===== src/rtl/stack_sequencer.sv =====
// stack_sequencer: runs PUSH/POP/DUP and binary ALU commands against an external stack.
module stack_sequencer #(
  parameter int unsigned WIDTH = 8,
  parameter int unsigned DEPTH = 4
) (
  input  logic             clk,
  input  logic             rst,
  input  logic             cmd_valid,
  output logic             cmd_ready,
  input  logic [2:0]       cmd_op,
  input  logic [WIDTH-1:0] cmd_data,
  output logic             stk_push,
  output logic             stk_pop,
  output logic [WIDTH-1:0] stk_wdata,
  input  logic [WIDTH-1:0] stk_rdata,
  output logic             res_valid,
  output logic [WIDTH-1:0] res_data,
  output logic             err,
  output logic [2:0]       depth
);

  localparam logic [2:0] OP_PUSH   = 3'b000;
  localparam logic [2:0] OP_POP    = 3'b001;
  localparam logic [2:0] OP_ADD    = 3'b010;
  localparam logic [2:0] OP_SUB    = 3'b011;
  localparam logic [2:0] OP_AND    = 3'b100;
  localparam logic [2:0] OP_OR     = 3'b101;
  localparam logic [2:0] OP_DUP    = 3'b111;
  localparam logic [2:0] DEPTH_MAX = 3'(DEPTH);

  typedef enum logic [2:0] {
    IDLE = 3'd0,
    PUSH = 3'd1,
    POP1 = 3'd2,
    POP2 = 3'd3,
    DONE = 3'd4
  } state_t;

  state_t           state;
  state_t           next_state;
  logic [2:0]       op_q;
  logic [WIDTH-1:0] data_q;
  logic [WIDTH-1:0] a;
  logic [WIDTH-1:0] b;
  logic             accept;
  logic             ok;

  // Binary result r = f(b, a), b being the deeper operand.
  function automatic logic [WIDTH-1:0] alu(input logic [2:0] op,
                                           input logic [WIDTH-1:0] b_in,
                                           input logic [WIDTH-1:0] a_in);
    case (op)
      OP_ADD:  alu = b_in + a_in;
      OP_SUB:  alu = b_in - a_in;
      OP_AND:  alu = b_in & a_in;
      OP_OR:   alu = b_in | a_in;
      default: alu = b_in ^ a_in;
    endcase
  endfunction

  assign accept = cmd_valid && (state == IDLE) && !rst;

  // Occupancy precondition for the offered command.
  always_comb begin
    ok = 1'b0;
    case (cmd_op)
      OP_PUSH: ok = depth < DEPTH_MAX;
      OP_POP:  ok = depth != 3'd0;
      OP_DUP:  ok = (depth != 3'd0) && (depth < DEPTH_MAX);
      default: ok = depth >= 3'd2;
    endcase
  end

  // State register.
  always_ff @(posedge clk or posedge rst) begin
    if (rst) state <= IDLE;
    else     state <= next_state;
  end

  // Next-state and state-decoded handshake/stack controls.
  always_comb begin
    next_state = state;
    cmd_ready  = 1'b0;
    stk_push   = 1'b0;
    stk_pop    = 1'b0;
    res_valid  = 1'b0;
    case (state)
      IDLE: begin
        cmd_ready = !rst;
        if (accept && ok)
          next_state = ((cmd_op == OP_PUSH) || (cmd_op == OP_DUP)) ? PUSH : POP1;
      end
      PUSH: begin
        stk_push   = 1'b1;
        next_state = DONE;
      end
      POP1: begin
        stk_pop    = 1'b1;
        next_state = (op_q == OP_POP) ? DONE : POP2;
      end
      POP2: begin
        stk_pop    = 1'b1;
        next_state = PUSH;
      end
      DONE: begin
        res_valid  = 1'b1;
        next_state = IDLE;
      end
      default: next_state = IDLE;
    endcase
  end

  // Operand latches, write data, result, reject pulse and occupancy tracking.
  always_ff @(posedge clk or posedge rst) begin
    if (rst) begin
      op_q      <= '0;
      data_q    <= '0;
      a         <= '0;
      b         <= '0;
      stk_wdata <= '0;
      res_data  <= '0;
      err       <= 1'b0;
      depth     <= '0;
    end else begin
      err <= 1'b0;
      if (accept) begin
        op_q   <= cmd_op;
        data_q <= cmd_data;
        a      <= stk_rdata;
        if (!ok)                  err       <= 1'b1;
        else if (cmd_op == OP_PUSH) stk_wdata <= cmd_data;
        else if (cmd_op == OP_DUP)  stk_wdata <= stk_rdata;
      end
      case (state)
        PUSH: begin
          depth <= depth + 3'd1;
          if (op_q == OP_PUSH)     res_data <= data_q;
          else if (op_q == OP_DUP) res_data <= a;
          else                     res_data <= alu(op_q, b, a);
        end
        POP1: begin
          depth <= depth - 3'd1;
          if (op_q == OP_POP) res_data <= a;
        end
        POP2: begin
          depth     <= depth - 3'd1;
          b         <= stk_rdata;
          stk_wdata <= alu(op_q, stk_rdata, a);
        end
        default: ;
      endcase
    end
  end

endmodule


===== config.mk =====
export PLATFORM = sky130hd
export DESIGN_NAME = stack_sequencer
export DESIGN_NICKNAME = d
export VERILOG_FILES = /design/src/rtl/stack_sequencer.sv
export SDC_FILE = /design/constraint.sdc
export NUM_CORES = 1
export LEC_CHECK = 0
export ABC_AREA = 1
export CORE_ASPECT_RATIO = 0.5
export CORE_MARGIN = 5
export CORE_UTILIZATION = 50
export DETAILED_ROUTE_END_ITERATION = 8
export PLACE_DENSITY_LB_ADDON = 0.08
export SYNTH_ARGS = -nofsm -noshare
export SYNTH_HDL_FRONTEND = slang
export SYNTH_SLANG_ARGS = --single-unit

===== constraint.sdc =====
create_clock -name clk -period 3.5 [get_ports clk]
set_clock_uncertainty 0.2 [all_clocks]
set_input_delay 0.525 -clock clk [delete_from_list [all_inputs] [get_ports clk]]
set_output_delay 0.525 -clock clk [all_outputs]
set_load 0.01 [all_outputs]

# Word level (Yosys, flattened, before mapping)
# Cells that the tools add are included.
# Widths: inputs -> output; s select.
# totals
romBits,0
output_inout_bits,24
ram_bits,0
latch_bits,0
ff_bits,50
mem_count,0
# op_classes
n_lt_le_gt_ge,2
mux,23
div,0
n_eq_ne,14
reduce_logical,18
mul,0
n_addsub,6
shift,0
n_bitwise,6
# op_table
op,n
$mux 8,8
$pmux 8 s4,2
$add 8x8->8,2
$and 8x8->8,2
$or 8x8->8,2
$pmux 8 s2,1
$sub 8x8->8,2
$xor 8x8->8,2
$eq 3x3->1 const B,5
$eq 3x2->1 const B,4
$pmux 3 s4,1
$eq 3x1->1 const B,3
$logic_not 3->1,3
$reduce_bool 2->1,4
$mux 1,6
$mux 3,2
$pmux 3 s2,1
$reduce_bool 3->1,2
$logic_and 1x1->1,4
$add 3x1->3 const B,1
$ge 3x2->1 const B,1
$lt 3x3->1 const B,1
$pmux 1 s3,1
$reduce_and 3->1,1
8 further kinds,8

# Logic depth before layout (Yosys ltp)
# Gate-level depths: netlist (run 1).
# depth
word_depth,6
ltp_mapped,22
depth_no_buf,22

# Worst setup path before layout (run 1)
# Ideal clock, no wire load.
# synth_timing
kind,reg2reg
startpoint,register a[0]
endpoint,register res_data[7]
t_required_ps,3183
slack_ps,863
path_buffers,0
arrival_time_ps,2321
path_stages_with_launch,23
synth_period_minus_slack_ps,2637
path_cell_list,dfrtp_1 > inv_1 > ha_1 > nand2_1 > o31ai_1 > xor2_1 > inv_1 > ha_1 > nand2_1 > inv_1 > nand3_1 > nand2_1 > inv_1 > nand2_1 > nand2_1 > nand3_1 > nand2_1 > nand2_1 > nand2_1 > nand2_1 > nand2_1 > nand2_1 > nand2_1
# synth_between
elab_chain_len,5
word_cells_on_any_way,6
cone_classes,2 x add/sub; 4 x mux
# synth_lines
item,line_no,rtl
from (decl),43,logic [WIDTH-1:0] a;
from (signal assigned),129,a <= stk_rdata;
$sub 8x8->8 or $add 8x8->8 (tied branches),"54, 53",
$pmux 8 s4 *,52,case (op)
$mux 8 *,138,else if (op_q == OP_DUP) res_data <= a;
$mux 8 *,137,if (op_q == OP_PUSH) res_data <= data_q;
$pmux 8 s2 *,134,case (state)
to (signal assigned),137,
to (signal assigned),139,"else res_data <= alu(op_q, b, a);"
to (decl),17,"output logic [WIDTH-1:0] res_data,"
# Every way passes the cells marked *; elsewhere a longest branch is shown, timed or not.
# A chain may end at the register's enable or synchronous reset.

# Worst setup path after layout (run 1)
# layout_timing
startpoint,register a[0]
endpoint,register stk_wdata[5]
# layout_between
elab_chain_len,3
word_cells_on_any_way,4
cone_classes,2 x add/sub; 2 x mux
# layout_lines
item,line_no,rtl
$sub 8x8->8 or $add 8x8->8 (tied branches),"54, 53",
$pmux 8 s4 *,52,
$mux 8 *,134,
to (signal assigned),131,else if (cmd_op == OP_PUSH) stk_wdata <= cmd_data;
to (signal assigned),132,else if (cmd_op == OP_DUP) stk_wdata <= stk_rdata;
to (signal assigned),148,"stk_wdata <= alu(op_q, stk_rdata, a);"
to (decl),14,"output logic [WIDTH-1:0] stk_wdata,"
# Marks and branches as above.

==> flow_summary.yaml, run 1 <==
logic_synthesis:
  yosysSeqAreaShare_pct: 30.4
  synth_edf_count: 0
  synth_flop_cell: "dfrtp_1"
  syn_area_sq_um: 4110
  ys_types: 36
  synth_cells: 583
  ys_ff_latch: 50
  synthesis.nets: 652
  avgSynthCellArea_sq_um: 7.05
  yosysWarningCount: 0
  synthArstFlopShare_pct: 100
place:
  port_buffers: 45
  place_worst_setup_slack_ns: 0.354
  place_area_sq_um: 4710
  dp.cells: 736
  gp_congestion: 0.930
  dpl.hpwl_microns: 9390
detailed_routing:
  viasPerCell: 5.39
  drtAntennaViolNets: 0
  drtIter0Drc: 379
  dr.pass1.iters: 5
  drc_errors: 0
  vias: 4013
  drt-wirelength-per-cell_microns: 16.5
  wirelength_microns: 12300
global_route:
  grt_pass1_vias: 3691
  grtUsageMet3_pct: 7.77
  use_met1_pct: 37.9
  antenna_found_initial: 0
  grt_busiest_layer: "met1"
  met2_usage_pct: 33.9
  grt_max_degree: 30
  grt_use_total_pct: 24.6
  overflow: 0
  grt_first_pass_wirelength_microns: 19700
final_layout:
  seqCellArea_sq_um: 1250
  nFillCells: 771
  synthToLayoutAreaGrowth_pct: 18.2
  final_nets: 700
  fin_area_sq_um: 4860
  diodes: 0
  drive_above_1_share_pct: 6.01
  post_layout_nonfiller_instances: 744
  final_util_pct: 60.8
  multi_input_area_sq_um: 2490
  layout_common_cells: "169 x nand2_1, 76 x inv_1, 52 x o21ai_0"
  final_common_cell: "nand2_1"
sta:
  period_minus_slack_ns: 3.13
  fmax_mhz: 319
  tightest_slew_ns: 0.615
  relSlewSlack_pct: 59.0
  rsz0062_at_grt: "false"
  hold_viol: 0
  setup_viol: 0
  period_share_pct: 89.4
  setup_slack_ns: 0.369
  slew_viol_final: 0
  setup_tns_ns: 0
die:
  core.rowCount: 23
  pin_count: 46
  die-area_sq_um: 10200
  core_sq_um: 8000
  start_util_pct: 51.4
  dieHeight_microns: 74.1
  die_x_microns: 138
worst_setup_path:
  crit_type: "reg -> reg"
  cp_max_fo: 8
  cp_common_cell: "nand2_1"
  end_kind: "flip-flop"
  required_ns: 3.48
  critical-path-slowest-cell: "dfrtp_1"
  worstPathCellList: "inv_1, ha_1, nand2_1, o21ai_1, inv_1, ha_1, inv_1, nor2_1, o21ai_0, nand2_1, nand2_1, nand3_1, nand2_1, nand2_1, nand3_1, nand4_1, o211ai_1, nand2_1"
  cp.arrival_ns: 3.11
  start_kind: "flip-flop"
  slowest_delay_ns: 0.49
cts:
  holdBufCountCts: 0
  cts_tree: "built"
  cts_buffers: 5
  clkLatencyLatePin_ns: 0.31
  cts.root.buffer_cell: "clkbuf_16"
  cts_sinks: 50
  clkTransAtPathRegs_ns: 0.07
  cts_max_path_buffers: 2
  cts_max_level: 2
power:
  p_leak_nw: 2.52
  p_per_area_nw_per_um2: 1040
  sw_frac_of_total_pct: 52.4
  p_int_mw: 2.42
  combPwrFrac_pct: 67.7
  peakVddDrop_v: 0.000379
  power_frac_clock_pct: 10.4
  power_frac_seq_pct: 22.0
  netSwitchingPower_mw: 2.66
run_status:
  status: "complete, no violations"
hold_path:
  hp-class: "in -> async"
job:
  drv_cap: 0
[worst paths after layout]
kind | end | slack, ns | cells past startpoint | startpoint
min reg2reg | res_data[2] | 0.28 | 2 | res_data[2]
max reg2reg | stk_wdata[5] | 0.37 | 18 | a[0]
max | stk_wdata[5] | 0.37 | 18 | a[0]
max in group asynchronous | data_q[2] | 2.22 | 3 | rst
min in group clk | res_data[2] | 0.28 | 2 | res_data[2]
min | stk_wdata[1] | 0.28 | 2 | rst
[power groups by stage]
stage / clock (mW) / combinational, mW / sequential, mW
after floorplan: 0 / 2.37 / 1.11
after global placement: 0 / 3.36 / 1.11
after detailed placement: 0 / 3.37 / 1.12
after CTS: 0.536 / 3.40 / 1.11
after global routing: 0.561 / 3.92 / 1.16
final: 0.528 / 3.43 / 1.11
[worst max-delay path: cells and delay by family (launching register included)]
kind,cells,cell delay [ns]
and+or+nand+nor,10,0.84
adders and majority gates,2,0.59
AOI/OAI and AO/OA,3,0.58
DFF,1,0.49
buffers and inverters,3,0.33
[stage by stage]
stage                     hold WS, ns  power (mW)
after floorplan                 0.249        3.48
after global placement          0.264        4.47
after detailed placement        0.267        4.49
after CTS                       0.283        5.05
after global routing            0.299        5.64
final                           0.281        5.08
[per-layer routing]
layer	vias to the layer above	routed length [microns]
met5	-	0
met4	0	106
met3	12	1330
met2	156	4640
met1	1853	6220
li1	1992	-
[cell families (layout without fill, tap and decap cells)]
group                    after synthesis  in the layout  share of synthesized area [%]
buffers and inverters                 96            145                           9.07
adder cells (fa/ha/maj)               47             47                           14.8
AND/OR/NAND/NOR                      274            274                           29.2
AO/OA/AOI/OAI                        109            109                           15.0
flip-flops                            50             50                           30.4
XOR/XNOR                               7              7                           1.49
[synthesized netlist by cell type, types with 4 or more instances]
cell | n | area, sq um
nand2_1 | 169 | 634
inv_1 | 77 | 289
o21ai_0 | 53 | 265
dfrtp_1 | 50 | 1250
ha_1 | 44 | 551
nor2_1 | 42 | 158
nand3_1 | 32 | 160
a21oi_1 | 27 | 135
clkbuf_1 | 10 | 37.5
nand4_1 | 9 | 56.3
a211oi_1 | 6 | 45.0
nand2_2 | 6 | 37.5
xor2_1 | 6 | 52.6
o211ai_1 | 5 | 37.5
nand2_4 | 4 | 45.0
[state kept, by name, summed over array words and instances (netlist names)]
| signal | count |
|---|---|
| a | 8 |
| b | 8 |
| data_q | 8 |
| depth | 3 |
| err | 1 |
| op_q | 3 |
| res_data | 8 |
| state | 3 |
| stk_wdata | 8 |
[final cells by class]
type                    count  area share, %
multi-input cells         437           51.2
clock inverters             3          0.541
repair buffers             54           10.7
well taps                 112           2.88
clock buffers               5           2.57
inverters                  83           6.41
flip-flops and latches     50           25.7
[what timing repair did]
action                                 4_1_cts  5_1_grt
setup endpoints to repair                    0        1
gates resized for setup                      0        1
setup buffers                                0        0
endpoints found under the hold margin        0        0
(Power assumes the default switching activity.)
==> run 2: changes to the inputs <==
--- a/config.mk
+++ b/config.mk
@@ -10,7 +10,7 @@
 export CORE_MARGIN = 5
 export CORE_UTILIZATION = 50
 export DETAILED_ROUTE_END_ITERATION = 8
-export PLACE_DENSITY_LB_ADDON = 0.08
+export PLACE_DENSITY = 0.69
 export SYNTH_ARGS = -nofsm -noshare
 export SYNTH_HDL_FRONTEND = slang
 export SYNTH_SLANG_ARGS = --single-unit
==> flow_summary.yaml, run 2 (synthesis gave the netlist of run 1 again) <==
worst_setup_path:
  required_ns: 3.48
  cp_max_fo: 8
  cp.arrival_ns: 3.09
  cp_common_cell: "nand2_1"
  crit_type: "reg -> reg"
  reg2reg_depth: 18
  slowest_delay_ns: 0.48
  worstPathCellList: "inv_1, ha_1, nand2_1, o21ai_1, inv_1, ha_1, inv_1, nor2_1, o21ai_0, nand2_1, nand2_1, nand3_1, nand2_1, nand2_1, nand3_1, nand4_1, o211ai_1, nand2_1"
  rrSetupSlack_ns: 0.40
  critical-path-slowest-cell: "dfrtp_1"
  end_kind: "flip-flop"
  crit_family: "simple AND/OR/NAND/NOR gates"
  r2r_start: "a[0]"
  start_kind: "flip-flop"
  rr_endpoint: "stk_wdata[5]"
  cp_num_buf_inv: 3
final_layout:
  final_nets: 701
  synthToLayoutAreaGrowth_pct: 18.9
  layout_common_cells: "169 x nand2_1, 76 x inv_1, 52 x o21ai_0"
  final_common_cell: "nand2_1"
  post_layout_nonfiller_instances: 745
  final_util_pct: 61.1
  diodes: 0
  drive_above_1_share_pct: 6.16
  nFillCells: 784
place:
  gp_congestion: 0.933
  place_worst_setup_slack_ns: 0.432
  dp.cells: 737
  port_buffers: 45
  dpl.hpwl_microns: 9360
die:
  core.rowCount: 23
  dieHeight_microns: 74.1
  core_sq_um: 8000
  start_util_pct: 51.4
  die_x_microns: 138
  die-area_sq_um: 10200
  pin_count: 46
sta:
  rsz0062_at_grt: "false"
  tightest_slew_ns: 0.626
  setup_viol: 0
  setup_slack_ns: 0.396
  slew_viol_final: 0
  fmax_mhz: 322
  period_minus_slack_ns: 3.10
  relSlewSlack_pct: 58.2
  setup_tns_ns: 0
  period_share_pct: 88.7
  hold_viol: 0
global_route:
  grt_use_total_pct: 25.1
  grt_pass1_vias: 3840
  antenna_found_initial: 0
  grt_max_degree: 30
  grt_first_pass_wirelength_microns: 20300
  overflow: 0
power:
  power_frac_seq_pct: 21.7
  p_per_area_nw_per_um2: 1060
  netSwitchingPower_mw: 2.67
  power_frac_clock_pct: 11.5
  sw_frac_of_total_pct: 51.8
  p_leak_nw: 2.53
  peakVddDrop_v: 0.000419
  combPwrFrac_pct: 66.9
  p_int_mw: 2.49
hold_path:
  min_to: "res_data[2]"
  whs_path_depth: 2
  hp-class: "reg -> reg"
  min_from: "res_data[2]"
job:
  drv_cap: 0
cts:
  clkTransAtPathRegs_ns: 0.07
  cts_max_level: 2
  cts_tree: "built"
  holdBufCountCts: 0
  clkLatencyLatePin_ns: 0.30
  cts.root.buffer_cell: "clkbuf_16"
  cts_buffers: 5
  cts_max_path_buffers: 2
  cts_sinks: 50
run_status:
  status: "complete, no violations"
detailed_routing:
  wirelength_microns: 12400
  drt-wirelength-per-cell_microns: 16.6
  top_layer: "met4"
  wl_met1_microns: 6410
  vias: 4045
  route.met2.wl_microns: 4580
  wl_met3_microns: 1340
  drtAntennaViolNets: 0
  viasPerCell: 5.43
  drtIter0Drc: 476
  drc_errors: 0
  dr.pass1.iters: 5
-- run 2: worst max-delay path by stage --
stage | startpoint | endpoint | slack (ns) | cells after the start
after floorplan | a[0] | res_data[7] | 0.86 | 22
after global placement | a[0] | stk_wdata[5] | 0.45 | 18
after detailed placement | op_q[2] | stk_wdata[5] | 0.43 | 17
after CTS | op_q[2] | stk_wdata[5] | 0.41 | 17
after global routing | a[0] | res_data[5] | 0.07 | 19
final | a[0] | stk_wdata[5] | 0.40 | 18
-- run 2: layer usage --
metal  global-route usage [%]  vias to the layer above
li1                         -                     1992
met5                        0                        -
met1                     39.7                     1868
met3                     7.13                        4
met4                     3.18                        0
met2                     34.2                      181
-- run 2: power groups by stage --
stage | registers, mW | clock network, mW | logic (mW)
2_1_floorplan | 1.11 | 0 | 2.37
3_3_place_gp | 1.12 | 0 | 3.35
3_5_place_dp | 1.12 | 0 | 3.37
4_1_cts | 1.11 | 0.598 | 3.40
5_1_grt | 1.16 | 0.624 | 3.92
6_report | 1.12 | 0.592 | 3.45
-- run 2: tightest hold or removal path: stages, from the launching register on --
cell and delay [ns]:
dfrtp_1 0.34, nand2_1 0.05, nand2_1 0.06
-- run 2: layout make-up --
type                            count  area, sq um  area share, %
Clock buffer                        5          125           2.56
Clock inverter                      3         48.8          0.998
Inverter                           83          312           6.37
Multi-Input combinational cell    437         2490           50.9
Sequential cell                    50         1250           25.6
Tap cell                          112          140           2.87
Timing Repair Buffer               55          526           10.7
-- run 2: through the flow --
stage               power, mW  hold WS (ns)  cell area (sq um)
global placement         4.46         0.264               4720
finish                   5.16         0.280               4890
floorplan                3.48         0.249               4110
CTS                      5.11         0.283               4890
global route             5.70         0.304               4890
detailed placement       4.49         0.264               4720
-- run 2: repair_timing --
| action | CTS | global route |
|---|---|---|
| buffers inserted | 0 | 0 |
| resized for setup | 0 | 1 |
| setup endpoints to repair | 0 | 1 |
==> run 3: changes to the inputs <==
--- a/config.mk
+++ b/config.mk
@@ -11,6 +11,7 @@
 export CORE_UTILIZATION = 50
 export DETAILED_ROUTE_END_ITERATION = 8
 export PLACE_DENSITY = 0.69
+export SLEW_MARGIN = 20
 export SYNTH_ARGS = -nofsm -noshare
 export SYNTH_HDL_FRONTEND = slang
 export SYNTH_SLANG_ARGS = --single-unit
==> results of run 3 <==
No change in the layout: final DEF, timing and power equal those of run 2.
